===== config.mk =====
export PLATFORM = sky130hd
export DESIGN_NAME = div_pipe_sched
export DESIGN_NICKNAME = d
export VERILOG_FILES = /design/src/rtl/div_sched_pkg.sv /design/src/rtl/rr_arbiter.sv /design/src/rtl/div_pipe_sched.sv
export SDC_FILE = /design/constraint.sdc
export NUM_CORES = 1
export LEC_CHECK = 0
export ABC_AREA = 1
export CELL_PAD_IN_SITES_DETAIL_PLACEMENT = 0
export CELL_PAD_IN_SITES_GLOBAL_PLACEMENT = 1
export CORE_MARGIN = 2
export CORE_UTILIZATION = 33
export CTS_CLUSTER_DIAMETER = 80
export DETAILED_ROUTE_END_ITERATION = 12
export PLACE_DENSITY_LB_ADDON = 0.1
export SLEW_MARGIN = 20
export SYNTH_ARGS = -nofsm -noshare
export SYNTH_HDL_FRONTEND = slang
export SYNTH_SLANG_ARGS = --single-unit

===== constraint.sdc =====
create_clock -name clk -period 10.6 [get_ports clk]
set_input_delay 1.59 -clock clk [delete_from_list [all_inputs] [get_ports clk]]
set_output_delay 1.59 -clock clk [all_outputs]
set_load 0.005 [all_outputs]

===== src/rtl/div_sched_pkg.sv =====
`default_nettype none
// ============================================================================
// Module      : div_sched_pkg
// Description : Shared types and constants for the divider scheduler.
// Revision    : 1.0 - initial release
// ============================================================================
package div_sched_pkg;

  localparam int DV_W_DEF = 16;   // divisor width
  localparam int DD_W_DEF = 32;   // dividend width
  localparam int Q_W_DEF  = 16;   // quotient / remainder width
  localparam int ID_W_MAX = 3;    // enough for up to 8 requesters

  // Quotient reported for a divide by zero
  localparam logic [Q_W_DEF-1:0] DZ_QUOTIENT = '1;

  typedef enum logic [1:0] {
    ST_RUN     = 2'd0,
    ST_DRAIN   = 2'd1,
    ST_FLUSHED = 2'd2
  } sched_state_e;

  // One slot of the tag delay line that shadows the divider pipeline
  typedef struct packed {
    logic                valid;
    logic [ID_W_MAX-1:0] id;
    logic                dz;
  } tag_t;

endpackage
`default_nettype wire


===== src/rtl/rr_arbiter.sv =====
`default_nettype none
// ============================================================================
// Module      : rr_arbiter
// Description : N-way round-robin arbiter, combinational one-hot grant,
//               pointer moves to the granted index only when a grant occurs.
// Revision    : 1.0 - initial release
// ============================================================================
module rr_arbiter #(
  parameter int N   = 4,
  parameter int IDW = (N > 1) ? $clog2(N) : 1
) (
  input  logic           clk,
  input  logic           reset,
  input  logic           en_i,
  input  logic [N-1:0]   req_i,
  output logic [N-1:0]   gnt_o,
  output logic [IDW-1:0] gnt_idx_o,
  output logic           gnt_any_o
);

  logic [IDW-1:0] ptr_q, ptr_d;
  logic [IDW:0]   sum;
  logic [IDW-1:0] cand;

  // Search from ptr+1 upward (wrapping) and grant the first active request
  always_comb begin
    gnt_o     = '0;
    gnt_idx_o = '0;
    gnt_any_o = 1'b0;
    sum       = '0;
    cand      = '0;
    for (int k = 1; k <= N; k++) begin
      sum = {1'b0, ptr_q} + (IDW+1)'(k);
      if (sum >= (IDW+1)'(N)) begin
        sum = sum - (IDW+1)'(N);
      end
      cand = sum[IDW-1:0];
      if (en_i && !gnt_any_o && req_i[cand]) begin
        gnt_any_o   = 1'b1;
        gnt_idx_o   = cand;
        gnt_o[cand] = 1'b1;
      end
    end
    ptr_d = gnt_any_o ? gnt_idx_o : ptr_q;
  end

  // Pointer register; reset to N-1 so index 0 has first priority
  always_ff @(posedge clk) begin
    if (reset) begin
      ptr_q <= IDW'(N - 1);
    end else begin
      ptr_q <= ptr_d;
    end
  end

endmodule
`default_nettype wire


===== src/rtl/div_pipe_sched.sv =====
`default_nettype none
// ============================================================================
// Module      : div_pipe_sched
// Description : Round-robin scheduler sharing a pipelined divider between
//               NREQ requesters, with tag routing and drain/flush handshake.
// Revision    : 1.0 - initial release
// ============================================================================
module div_pipe_sched
  import div_sched_pkg::*;
#(
  parameter int NREQ = 4,
  parameter int LAT  = 17,
  parameter int DV_W = DV_W_DEF,
  parameter int DD_W = DD_W_DEF,
  parameter int Q_W  = Q_W_DEF
) (
  input  logic                 clk,
  input  logic                 reset,
  input  logic [NREQ-1:0]      req,
  input  logic [NREQ*DV_W-1:0] req_divisor,
  input  logic [NREQ*DD_W-1:0] req_dividend,
  output logic [NREQ-1:0]      gnt,
  output logic                 pipe_go,
  output logic [DV_W-1:0]      pipe_divisor,
  output logic [DD_W-1:0]      pipe_dividend,
  input  logic [Q_W-1:0]       pipe_quotient,
  input  logic [Q_W-1:0]       pipe_remainder,
  output logic [NREQ-1:0]      resp_valid,
  output logic [Q_W-1:0]       resp_quotient,
  output logic [Q_W-1:0]       resp_remainder,
  output logic                 resp_dz,
  input  logic                 flush_req,
  output logic                 flush_done,
  output logic                 busy
);

  localparam int IDW = (NREQ > 1) ? $clog2(NREQ) : 1;
  localparam int CW  = $clog2(LAT + 3);
  localparam logic [Q_W-1:0] DZ_Q = {Q_W{DZ_QUOTIENT[0]}};

  sched_state_e state_q, state_d;

  logic [NREQ-1:0] arb_gnt;
  logic [IDW-1:0]  arb_idx;
  logic            arb_any;
  logic            arb_en;
  logic [DV_W-1:0] sel_divisor;
  logic [DD_W-1:0] sel_dividend;

  logic                pipe_go_q;
  logic [DV_W-1:0]     pipe_divisor_q;
  logic [DD_W-1:0]     pipe_dividend_q;
  logic [ID_W_MAX-1:0] issue_id_q;
  logic                issue_dz_q;

  tag_t tag_q [LAT];
  tag_t tag_in;
  tag_t head;

  logic [NREQ-1:0] resp_valid_q;
  logic [Q_W-1:0]  resp_quotient_q;
  logic [Q_W-1:0]  resp_remainder_q;
  logic            resp_dz_q;

  logic [CW-1:0] cnt_q, cnt_d;
  logic          resp_any;

  // Issuing is only allowed while running and no flush is requested
  assign arb_en = (state_q == ST_RUN) && !flush_req;

  rr_arbiter #(.N(NREQ), .IDW(IDW)) u_arb (
    .clk       (clk),
    .reset     (reset),
    .en_i      (arb_en),
    .req_i     (req),
    .gnt_o     (arb_gnt),
    .gnt_idx_o (arb_idx),
    .gnt_any_o (arb_any)
  );

  assign sel_divisor  = req_divisor[arb_idx*DV_W +: DV_W];
  assign sel_dividend = req_dividend[arb_idx*DD_W +: DD_W];

  // Issue stage: go strobe every cycle, operands only captured on a grant
  always_ff @(posedge clk) begin
    if (reset) begin
      pipe_go_q       <= 1'b0;
      pipe_divisor_q  <= '0;
      pipe_dividend_q <= '0;
      issue_id_q      <= '0;
      issue_dz_q      <= 1'b0;
    end else begin
      pipe_go_q  <= arb_any;
      issue_id_q <= ID_W_MAX'(arb_idx);
      issue_dz_q <= (sel_divisor == '0);
      if (arb_any) begin
        pipe_divisor_q  <= sel_divisor;
        pipe_dividend_q <= sel_dividend;
      end
    end
  end

  // Tag entry formed from the issue registers, in step with pipe_go
  always_comb begin
    tag_in       = '0;
    tag_in.valid = pipe_go_q;
    tag_in.id    = issue_id_q;
    tag_in.dz    = issue_dz_q;
  end

  // Tag delay line; the last slot lines up with the pipeline result
  always_ff @(posedge clk) begin
    if (reset) begin
      for (int i = 0; i < LAT; i++) begin
        tag_q[i] <= '0;
      end
    end else begin
      tag_q[0] <= tag_in;
      for (int i = 1; i < LAT; i++) begin
        tag_q[i] <= tag_q[i-1];
      end
    end
  end

  assign head = tag_q[LAT-1];

  // Response register: route result to its requester, override on zero divisor
  always_ff @(posedge clk) begin
    if (reset) begin
      resp_valid_q     <= '0;
      resp_quotient_q  <= '0;
      resp_remainder_q <= '0;
      resp_dz_q        <= 1'b0;
    end else begin
      resp_valid_q <= head.valid ? (NREQ'(1) << head.id) : '0;
      resp_dz_q    <= head.valid && head.dz;
      if (head.valid) begin
        resp_quotient_q  <= head.dz ? DZ_Q : pipe_quotient;
        resp_remainder_q <= head.dz ? '0   : pipe_remainder;
      end
    end
  end

  assign resp_any = |resp_valid_q;

  // In-flight count: up on grant, down on response, unchanged when both
  always_comb begin
    cnt_d = cnt_q;
    if (arb_any && !resp_any) begin
      cnt_d = cnt_q + CW'(1);
    end else if (!arb_any && resp_any) begin
      cnt_d = cnt_q - CW'(1);
    end
  end

  // Flush FSM next-state logic
  always_comb begin
    state_d = state_q;
    case (state_q)
      ST_RUN:     if (flush_req) state_d = ST_DRAIN;
      ST_DRAIN: begin
        if (!flush_req)          state_d = ST_RUN;
        else if (cnt_q == '0)    state_d = ST_FLUSHED;
      end
      ST_FLUSHED: if (!flush_req) state_d = ST_RUN;
      default:    state_d = ST_RUN;
    endcase
  end

  // FSM state and in-flight counter registers
  always_ff @(posedge clk) begin
    if (reset) begin
      state_q <= ST_RUN;
      cnt_q   <= '0;
    end else begin
      state_q <= state_d;
      cnt_q   <= cnt_d;
    end
  end

  assign gnt            = arb_gnt;
  assign pipe_go        = pipe_go_q;
  assign pipe_divisor   = pipe_divisor_q;
  assign pipe_dividend  = pipe_dividend_q;
  assign resp_valid     = resp_valid_q;
  assign resp_quotient  = resp_quotient_q;
  assign resp_remainder = resp_remainder_q;
  assign resp_dz        = resp_dz_q;
  assign flush_done     = (state_q == ST_FLUSHED);
  assign busy           = (cnt_q != '0);

endmodule
`default_nettype wire


---- Word level (Yosys, flattened, before mapping) ----
Memories as Yosys holds them, arrays and structs flattened.
Cells that the tools add are included.
storage, ports and cells
  output and inout port bits .............. 92
  memory bits (writable) .................. 85
  logic and storage cells ................. 155
  bits of input ports ..................... 231
  memories ................................ 1
  register bits ........................... 99
memory list
  name   depth  bits a word  read ports  clocked after memory_dff  write ports  line                  source
  tag_q  17     5            17          0                         17           div_pipe_sched.sv:56  tag_t tag_q [LAT];
operators by class
  magnitude comparators ................... 12
  bitwise operators ....................... 21
  $add $sub $neg .......................... 10
  reduce and logical (&&, ||, !) cells .... 29
  equal/unequal tests ..................... 5
  muxes and demuxes ....................... 61
  shifts and indexed selects .............. 3
operators by type and width
  kind                                                                   number
  128-bit by 8-bit variable part select with 32-bit output               1
  5-bit two-way mux                                                      19
  64-bit by 7-bit variable part select with 16-bit output                1
  16-bit two-way mux                                                     2
  2-bit two-way mux                                                      12
  1-bit OR                                                               17
  16-bit logical NOT                                                     1
  4-bit two-way mux                                                      4
  1-bit logical AND                                                      15
  1-bit two-way mux                                                      15
  3-bit >= comparator, second input constant                             4
  2-bit by 3-bit < comparator with 1-bit output, second input constant   4
  4-bit OR                                                               3
  1-bit binary-select mux with 2-bit select                              4
  1-bit demux with 2-bit select                                          4
  2-bit by 1-bit >= comparator with 1-bit output, second input constant  4
  2-bit by 1-bit subtractor with 2-bit output, second input constant     4
  2-bit by 2-bit adder with 3-bit output, second input constant          2
  1-bit logical NOT                                                      6
  2-bit case mux with 3 select lines                                     1
  5-bit by 1-bit adder with 5-bit output, second input constant          1
  5-bit logical NOT                                                      1
  5-bit nonzero test                                                     1
  5-bit by 1-bit subtractor with 5-bit output, second input constant     1
  other kinds (13)                                                       14

---- Logic depth before layout (Yosys ltp) ----
Gate-level depths: netlist of run 1.
  depth after elaboration ................. 23
  gate-level depth with buffers ........... 21
  gate-level depth less buffers ........... 18

---- By module ----
Synthesis of run 1 repeated with hierarchy kept, for this count alone.
unflattened totals
  cell total of the unflattened synthesis .. 1,039
  area, all modules ....................... 7,364.6 µm²
by module, submodules not included
  module          area an instance (µm²)  times used  cells an instance  sequential area each (µm²)
  div_pipe_sched  6,771.5                 1           942                3,283.1
  rr_arbiter      593.1                   1           97                 40.0

---- Worst setup path after synthesis of run 1 ----
OpenSTA, ideal clock, no wires.
  kind .................................... input -> register
  start ................................... in flush_req
  end ..................................... reg cnt_q[4]
  stages .................................. 16
  setup slack ............................. 6.472 ns
  required time ........................... 10.481 ns
  buffers on the path ..................... 2
  setup time .............................. 0.119 ns
  data arrival time ....................... 4.009 ns
  path through ............................ nor3_4 and3_1 nand3_4 nand3_1 buf_2 buf_2 ha_1 inv_1 ha_1 a21o_1 a31oi_1 nor2_1 nor2_1 nand2_1 o21ai_0 a21oi_1
between the ends
  cells in the longest elaborated chain, start to end .. 19
ends and longest elaborated chain
  item                                 line                   source
  start: declaration                   div_pipe_sched.sv:32   input logic flush_req,
  1-bit logical NOT *                  --
  1-bit logical AND *                  div_pipe_sched.sv:69   assign arb_en = (state_q == ST_RUN) && !flush_req;
  1-bit logical AND                    rr_arbiter.sv:38       if (en_i && !gnt_any_o && req_i[cand]) begin
  1-bit two-way mux                    rr_arbiter.sv:38
  1-bit logical NOT                    rr_arbiter.sv:38
  1-bit logical AND (2 in series)      rr_arbiter.sv:38
  1-bit two-way mux                    rr_arbiter.sv:38
  1-bit logical NOT                    rr_arbiter.sv:38
  1-bit logical AND (2 in series)      rr_arbiter.sv:38
  1-bit two-way mux                    rr_arbiter.sv:38
  1-bit logical NOT                    rr_arbiter.sv:38
  1-bit logical AND (2 in series)      rr_arbiter.sv:38
  1-bit two-way mux *                  rr_arbiter.sv:38
  net arb_any                          div_pipe_sched.sv:45   logic arb_any;
  1-bit logical NOT                    div_pipe_sched.sv:151  end else if (!arb_any && resp_any) begin
  1-bit logical AND                    div_pipe_sched.sv:151
  2-bit nonzero test (no source line)  --
  end signal: assignment               div_pipe_sched.sv:177  cnt_q <= cnt_d;
  end: declaration                     div_pipe_sched.sv:65   logic [CW-1:0] cnt_q, cnt_d;
The timed path passes the listed nets; every way through them passes the cells marked *.
A chain may end at the register's enable or synchronous reset.

---- Worst setup path after layout of run 1 ----
  start ................................... in flush_req
  end ..................................... out gnt[0]
between the ends
  cells in the longest elaborated chain, start to end .. 16
ends and longest elaborated chain
  item                             line                  source
  1-bit logical NOT *              --
  1-bit logical AND *              div_pipe_sched.sv:69
  1-bit logical AND                rr_arbiter.sv:38
  1-bit two-way mux                rr_arbiter.sv:38
  1-bit logical NOT                rr_arbiter.sv:38
  1-bit logical AND (2 in series)  rr_arbiter.sv:38
  1-bit two-way mux                rr_arbiter.sv:38
  1-bit logical NOT                rr_arbiter.sv:38
  1-bit logical AND (2 in series)  rr_arbiter.sv:38
  1-bit two-way mux                rr_arbiter.sv:38
  1-bit logical NOT                rr_arbiter.sv:38
  1-bit logical AND (2 in series)  rr_arbiter.sv:38
  4-bit two-way mux *              rr_arbiter.sv:38
  end: declaration                 div_pipe_sched.sv:22  output logic [NREQ-1:0] gnt,
Mark *: on every way between the ends. The rest lies on a longest branch, timed or not.

==> results of run 1 <==
-- layer usage --
| metal | track usage (%) | vias to the layer above | part of all wire [%] |
|---|---|---|---|
| li1 | - | 3874 | - |
| met1 | 23.3 | 3287 | 43 |
| met2 | 30.8 | 233 | 46 |
| met3 | 7.45 | 31 | 8.4 |
| met4 | 6.54 | 0 | 2.3 |
| met5 | 0 | - | 0 |
-- worst reg2reg max path: cells and delay by family (launching register included) --
| family | cells | cell delay, ps |
|---|---|---|
| buffers and inverters | 3 | 390 |
| AO/OA/AOI/OAI | 5 | 800 |
| AND/OR/NAND/NOR | 7 | 870 |
| adder cells (fa/ha/maj) | 3 | 1060 |
| flip-flops | 1 | 710 |
-- cells by family after synthesis --
group	count (synthesis)	share of synthesized area (%)
and+or+nand+nor	445	25.3
DFF	166	42.5
xor gates and xnor gates	2	0.224
buffers and inverters	218	11.9
AOI/OAI and AO/OA	180	17.9
adders and majority gates	13	2.18
-- cells in the mapped netlist, drive strengths merged --
| master | number |
|---|---|
| fa | 1 |
| a21o | 2 |
| clkinv | 1 |
| ha | 12 |
| o221a | 16 |
| inv | 154 |
| nor3 | 2 |
| o211ai | 77 |
| dfxtp | 166 |
| o221ai | 4 |
| o21ai | 47 |
| xnor2 | 1 |
| nor2 | 161 |
| nand3 | 95 |
| a21oi | 20 |
| nand2 | 147 |
| o2111a | 1 |
| nor4 | 1 |
| buf | 35 |
| clkbuf | 28 |
| a22oi | 4 |
| or2 | 34 |
| o21bai | 7 |
| a31oi | 2 |
| xor2 | 1 |
| and3 | 1 |
| nand4 | 3 |
| nand3b | 1 |
-- state kept, by name, summed over array words and instances, names as in the netlist --
register / count
pipe_dividend: 32
resp_quotient: 16
resp_remainder: 16
issue_id_q: 2
state_q: 2
pipe_divisor: 16
tag_q: 68
resp_valid: 4
pipe_go: 1
issue_dz_q: 1
u_arb.ptr_q: 2
cnt_q: 5
resp_dz: 1
-- per-stage QoR --
stage	util [%]	total power, mW	area [um^2]
4_1_cts	50.6	2.87	11800
5_1_grt	50.6	3.07	11800
3_3_place_gp	47.8	2.20	11200
6_report	50.6	2.83	11800
2_1_floorplan	-	1.76	7820
3_5_place_dp	47.8	2.19	11200
-- layout make-up --
cell class              instances  area [um^2]
repair buffers                327         3260
flip-flops and latches        166         3320
clock buffers                  17          425
multi-input cells             640         3590
inverters                     155          584
fillers                      2310        11500
clock inverters                15          230
well taps                     319          399
-- power groups by stage --
stage / sequential (mW) / clock (mW) / combinational [mW]
finish: 0.769 / 0.663 / 1.40
CTS: 0.769 / 0.684 / 1.42
global placement: 0.781 / 0 / 1.41
detailed placement: 0.780 / 0 / 1.41
floorplan: 0.776 / 0 / 0.986
global route: 0.781 / 0.718 / 1.57
-- worst paths after layout --
check	from	to	slack, ps	cells past startpoint
min	tag_q[0][31]	tag_q[0][36]	400	2
min reg2reg	tag_q[0][31]	tag_q[0][36]	400	2
max reg2reg	u_arb.ptr_q[0]	cnt_q[4]	6670	18
max	flush_req	gnt[0]	5320	6
-- layout by cell type (no fill, tap or decap), types with 5 or more instances in the layout --
cell type,n
a21oi_1,20
buf_4,5
clkbuf_16,17
clkdlybuf4s50_1,321
clkinv_8,5
dfxtp_1,166
ha_1,12
inv_1,127
inv_2,26
inv_8,5
nand2_1,138
nand2_2,5
nand3_1,91
nor2_1,159
o211ai_1,50
o211ai_2,27
o21ai_0,46
o21bai_1,6
o221a_2,16
or2_1,24
or2_2,9
==> impl_metrics.py, run 1 <==
metrics = {
    "route": {
        "first_pass_iters": 5,
        "ant_nets": 0,
        "drt-initial-drc-count": 331,
        "vias": 7425,
        "drc": 0,
        "routed_wl_mm": 24.3,
        "via_per_inst": 4.53,
        "avgRoutedWirePerCell_um": 14.8,
    },
    "global_routing": {
        "grt_overflow_total": 0,
        "grt_pass1_vias": 7050,
        "grt_max_degree": 99,
        "antenna_found_initial": 0,
        "grt_usage_pct": 19.1,
        "grt_pass1_wl_mm": 37.2,
    },
    "synth": {
        "yosysSeqAreaShare_pct": 42.5,
        "post_synth_num_cell_types": 45,
        "ys_seq_elements": 166,
        "synth_nets": 1268,
        "synth.avg_cell_area_um2": 7.64,
        "synthCells": 1024,
        "synth_top_area_cell": "dfxtp_1",
        "synth_top_area_share_pct": 42.5,
        "synth.area.top_cells": "dfxtp_1 43%, nor2_1 7.6%, nand2_1 6.7%",
        "netlist_area_um2": 7820,
        "yosysWarningCount": 0,
    },
    "power_and_ir_drop": {
        "clkPwrFrac_pct": 23.4,
        "switching_share_pct": 41.8,
        "seqPwrFrac_pct": 27.1,
        "p_leak_nw": 4.81,
        "netSwitchingPower_mw": 1.18,
        "pwr_density_cell_nw_per_um2": 240,
        "peakVddDrop_uv": 130,
        "combPwrFrac_pct": 49.4,
        "power.internal_mw": 1.65,
    },
    "cts": {
        "cts_tree": "built",
        "clockBufferDepth": 2,
        "cts_buffers": 17,
        "clock_sinks": 166,
        "cts_hold_buf": 0,
        "cts_root_buffer": "clkbuf_16",
        "cts_resized": 0,
        "htreeDepth": 4,
        "clkTransAtPathRegs_ps": 70,
        "clk_latency_ps": 420,
        "postCtsSetupBuffers": 0,
    },
    "die": {
        "core_area_um2": 23300,
        "std_cell_rows": 56,
        "die_h_um": 158,
        "io_pins": 323,
        "dieArea_um2": 24900,
        "start_util_pct": 33.5,
        "die_w_um": 158,
    },
    "outcome": {
        "status": "finished, final reports clean",
    },
    "cells_and_area": {
        "drive_gt1_share_pct": 10.2,
        "final_cells": 1639,
        "syn2layout_area_growth_pct": 51.0,
        "antenna_cells": 0,
        "nets": 1551,
    },
    "place": {
        "dp_hpwl_mm": 17.5,
        "routabilityCongestion": 0.818,
        "place_ws_ps": 5320,
        "port-buffer-count": 322,
        "dp_cells": 1607,
    },
    "sta": {
        "final.setup.tns_ps": 0,
        "timing.fmax_mhz": 189,
        "finalCritPeriodShare_pct": 49.8,
        "setup_viol": 0,
        "holdWs_ps": 399,
        "max_slew.worst_pin.slew_ps": 1070,
        "layout_setup_ws_ps": 5320,
        "slew_violations": 0,
        "finalHoldViolations": 0,
        "min_period_ps": 5280,
        "skew_ps": 8.76,
        "grt_setup_unrepaired": "false",
        "relSlewSlack_pct": 28.8,
    },
    "worst_setup_path": {
        "cp_cell_sequence": "clkdlybuf4s50_1 -> nor3_4 -> and3_1 -> nand3_4 -> o221ai_1 -> clkdlybuf4s50_1",
        "cp_top_family": "buffers and inverters",
        "worstPathRequired_ps": 9010,
        "path_class": "input port to output port",
        "slowest_stage": "clkdlybuf4s50_1",
        "critPathBufInv": 2,
        "cp_common_cell": "clkdlybuf4s50_1",
        "cp.arrival_ps": 3690,
        "cpPeakStageDelay_ps": 540,
        "critPathLaunchType": "input port",
        "cp-end-kind": "output port",
        "path_max_fanout": 7,
    },
    "run": {
        "drv_cap": 0,
    },
    "hold_path": {
        "min_path_type": "register to register",
    },
}
No activity file was read; power rests on OpenSTA's default activity.
==> run 2, diff against run 1 <==
Settings changed: CORE_UTILIZATION 33 to 27.
Clock period 10.6 ns to 4.5 ns, I/O delays scaled along.
==> run 2 against run 1 <==
  * Total power increased by 140%
  * Via count increased by 1.6%
  * Worst hold slack got worse by 2.1 ps
  * Sequential share of layout area decreased by 0.25 points
==> impl_metrics.py, run 2 (synthesis results as in run 1) <==
metrics = {
    "outcome": {
        "status": "finished, final reports clean",
    },
    "route": {
        "ant_nets": 0,
        "drc": 0,
        "via_per_inst": 4.41,
        "routed_wl_mm": 26.3,
        "avgRoutedWirePerCell_um": 15.4,
        "first_pass_iters": 6,
        "drt-initial-drc-count": 370,
        "vias": 7544,
    },
    "power_and_ir_drop": {
        "power_mw": 6.68,
        "netSwitchingPower_mw": 2.86,
        "clkPwrFrac_pct": 22.0,
        "power.internal_mw": 3.82,
        "pwr_density_cell_nw_per_um2": 561,
        "seqPwrFrac_pct": 27.0,
        "p_leak_nw": 4.82,
        "peakVddDrop_uv": 354,
        "switching_share_pct": 42.9,
        "combPwrFrac_pct": 51.0,
    },
    "global_routing": {
        "grt_pass1_vias": 7243,
        "grt_usage_pct": 17.1,
        "grt_overflow_total": 0,
        "antenna_found_initial": 3,
        "grt_max_degree": 95,
        "grt_pass1_wl_mm": 40.6,
    },
    "cts": {
        "htreeDepth": 4,
        "clockBufferDepth": 2,
        "cts_resized": 0,
        "clk_latency_ps": 430,
        "cts_hold_buf": 0,
        "cts_tree": "built",
        "cts_root_buffer": "clkbuf_16",
        "postCtsSetupBuffers": 0,
        "cts_buffers": 17,
        "clkTransAtPathRegs_ps": 80,
        "clock_sinks": 166,
    },
    "place": {
        "dp_hpwl_mm": 19.2,
        "port-buffer-count": 322,
        "dp_cells": 1677,
        "place_ws_ps": 866,
        "routabilityCongestion": 0.772,
        "dpl_cell_area_um2": 11300,
    },
    "hold_path": {
        "holdPathEnd": "tag_q[0][42]",
        "hp-start": "tag_q[0][37]",
        "worstHoldPathCells": 2,
        "min_path_type": "register to register",
    },
    "cells_and_area": {
        "syn2layout_area_growth_pct": 52.4,
        "final_common_cell": "clkdlybuf4s50_1",
        "nets": 1556,
        "drive_gt1_share_pct": 10.6,
        "stdcell_area_um2": 11900,
        "finish.utilization_pct": 41.6,
        "final_cell_mix": "321 x clkdlybuf4s50_1, 166 x dfxtp_1, 159 x nor2_1",
        "top_register": "tag_q",
        "largest_register_ffs": 68,
        "final_cells": 1711,
        "nFillCells": 2969,
    },
    "sta": {
        "min_period_ps": 3830,
        "skew_ps": 13.9,
        "grt_setup_unrepaired": "false",
        "holdWs_ps": 397,
        "final.setup.tns_ps": 0,
        "timing.fmax_mhz": 261,
        "setup_viol": 0,
        "finalCritPeriodShare_pct": 85.1,
        "slew_violations": 0,
        "layout_setup_ws_ps": 671,
        "max_slew.worst_pin.slew_ps": 1000,
        "relSlewSlack_pct": 33.1,
        "finalHoldViolations": 0,
    },
    "worst_setup_path": {
        "path_max_fanout": 8,
        "reg2reg_to": "pipe_dividend[5]",
        "r2r-start": "u_arb.ptr_q[1]",
        "cp.arrival_ps": 3150,
        "path_class": "register to output port",
        "reg2reg_slack_ps": 990,
        "critPathLaunchType": "register",
        "ff2ff_path_depth": 15,
        "cp-end-kind": "output port",
        "worstPathRequired_ps": 3830,
    },
    "run": {
        "drv_cap": 0,
    },
    "die": {
        "std_cell_rows": 62,
        "die_w_um": 174,
        "io_pins": 323,
        "dieArea_um2": 30300,
        "die_h_um": 174,
        "start_util_pct": 27.3,
        "core_area_um2": 28600,
    },
}
-- run 2: area by class of cell --
cell class	count	area (um^2)	share of cell area (%)
antenna	2	5.00	0.0420
clock inverter	15	180	1.51
multi-input combinational	640	3590	30.1
tap	384	480	4.03
clock buffer	17	425	3.57
sequential	166	3320	27.9
inverter	155	587	4.93
timing repair buffer	332	3320	27.9
-- run 2: critical path: stages (launching register included) --
cell,delay (ps)
dfxtp_1,520
inv_1,110
ha_1,400
inv_2,140
nand3_1,80
nand2_1,150
nand3_1,100
nor2_1,340
a22oi_1,130
o221ai_1,160
clkdlybuf4s50_1,590
-- run 2: layer usage --
layer	vias up	track usage [%]	wire, um
li1	3885	-	-
met1	3404	20.1	10900
met2	225	29.3	12800
met3	26	6.43	2060
met4	4	4.48	464
met5	-	0	23
-- run 2: power groups by stage --
stage               sequential [mW]  combinational (mW)  clock [mW]
CTS                            1.80                3.47        1.53
global placement               1.84                3.48           0
finish                         1.80                3.41        1.47
detailed placement             1.83                3.45           0
floorplan                      1.83                2.32           0
global route                   1.83                3.84        1.59
-- run 2: worst max-delay path by stage --
stage	depth (start not counted)	start	end	slack, ps
after floorplan	20	u_arb.ptr_q[1]	cnt_q[4]	1060
after global placement	9	flush_req	pipe_divisor[1]	900
after detailed placement	11	flush_req	pipe_dividend[5]	870
after CTS	9	u_arb.ptr_q[1]	gnt[1]	660
after global routing	9	u_arb.ptr_q[1]	gnt[1]	530
final	10	u_arb.ptr_q[1]	gnt[1]	670
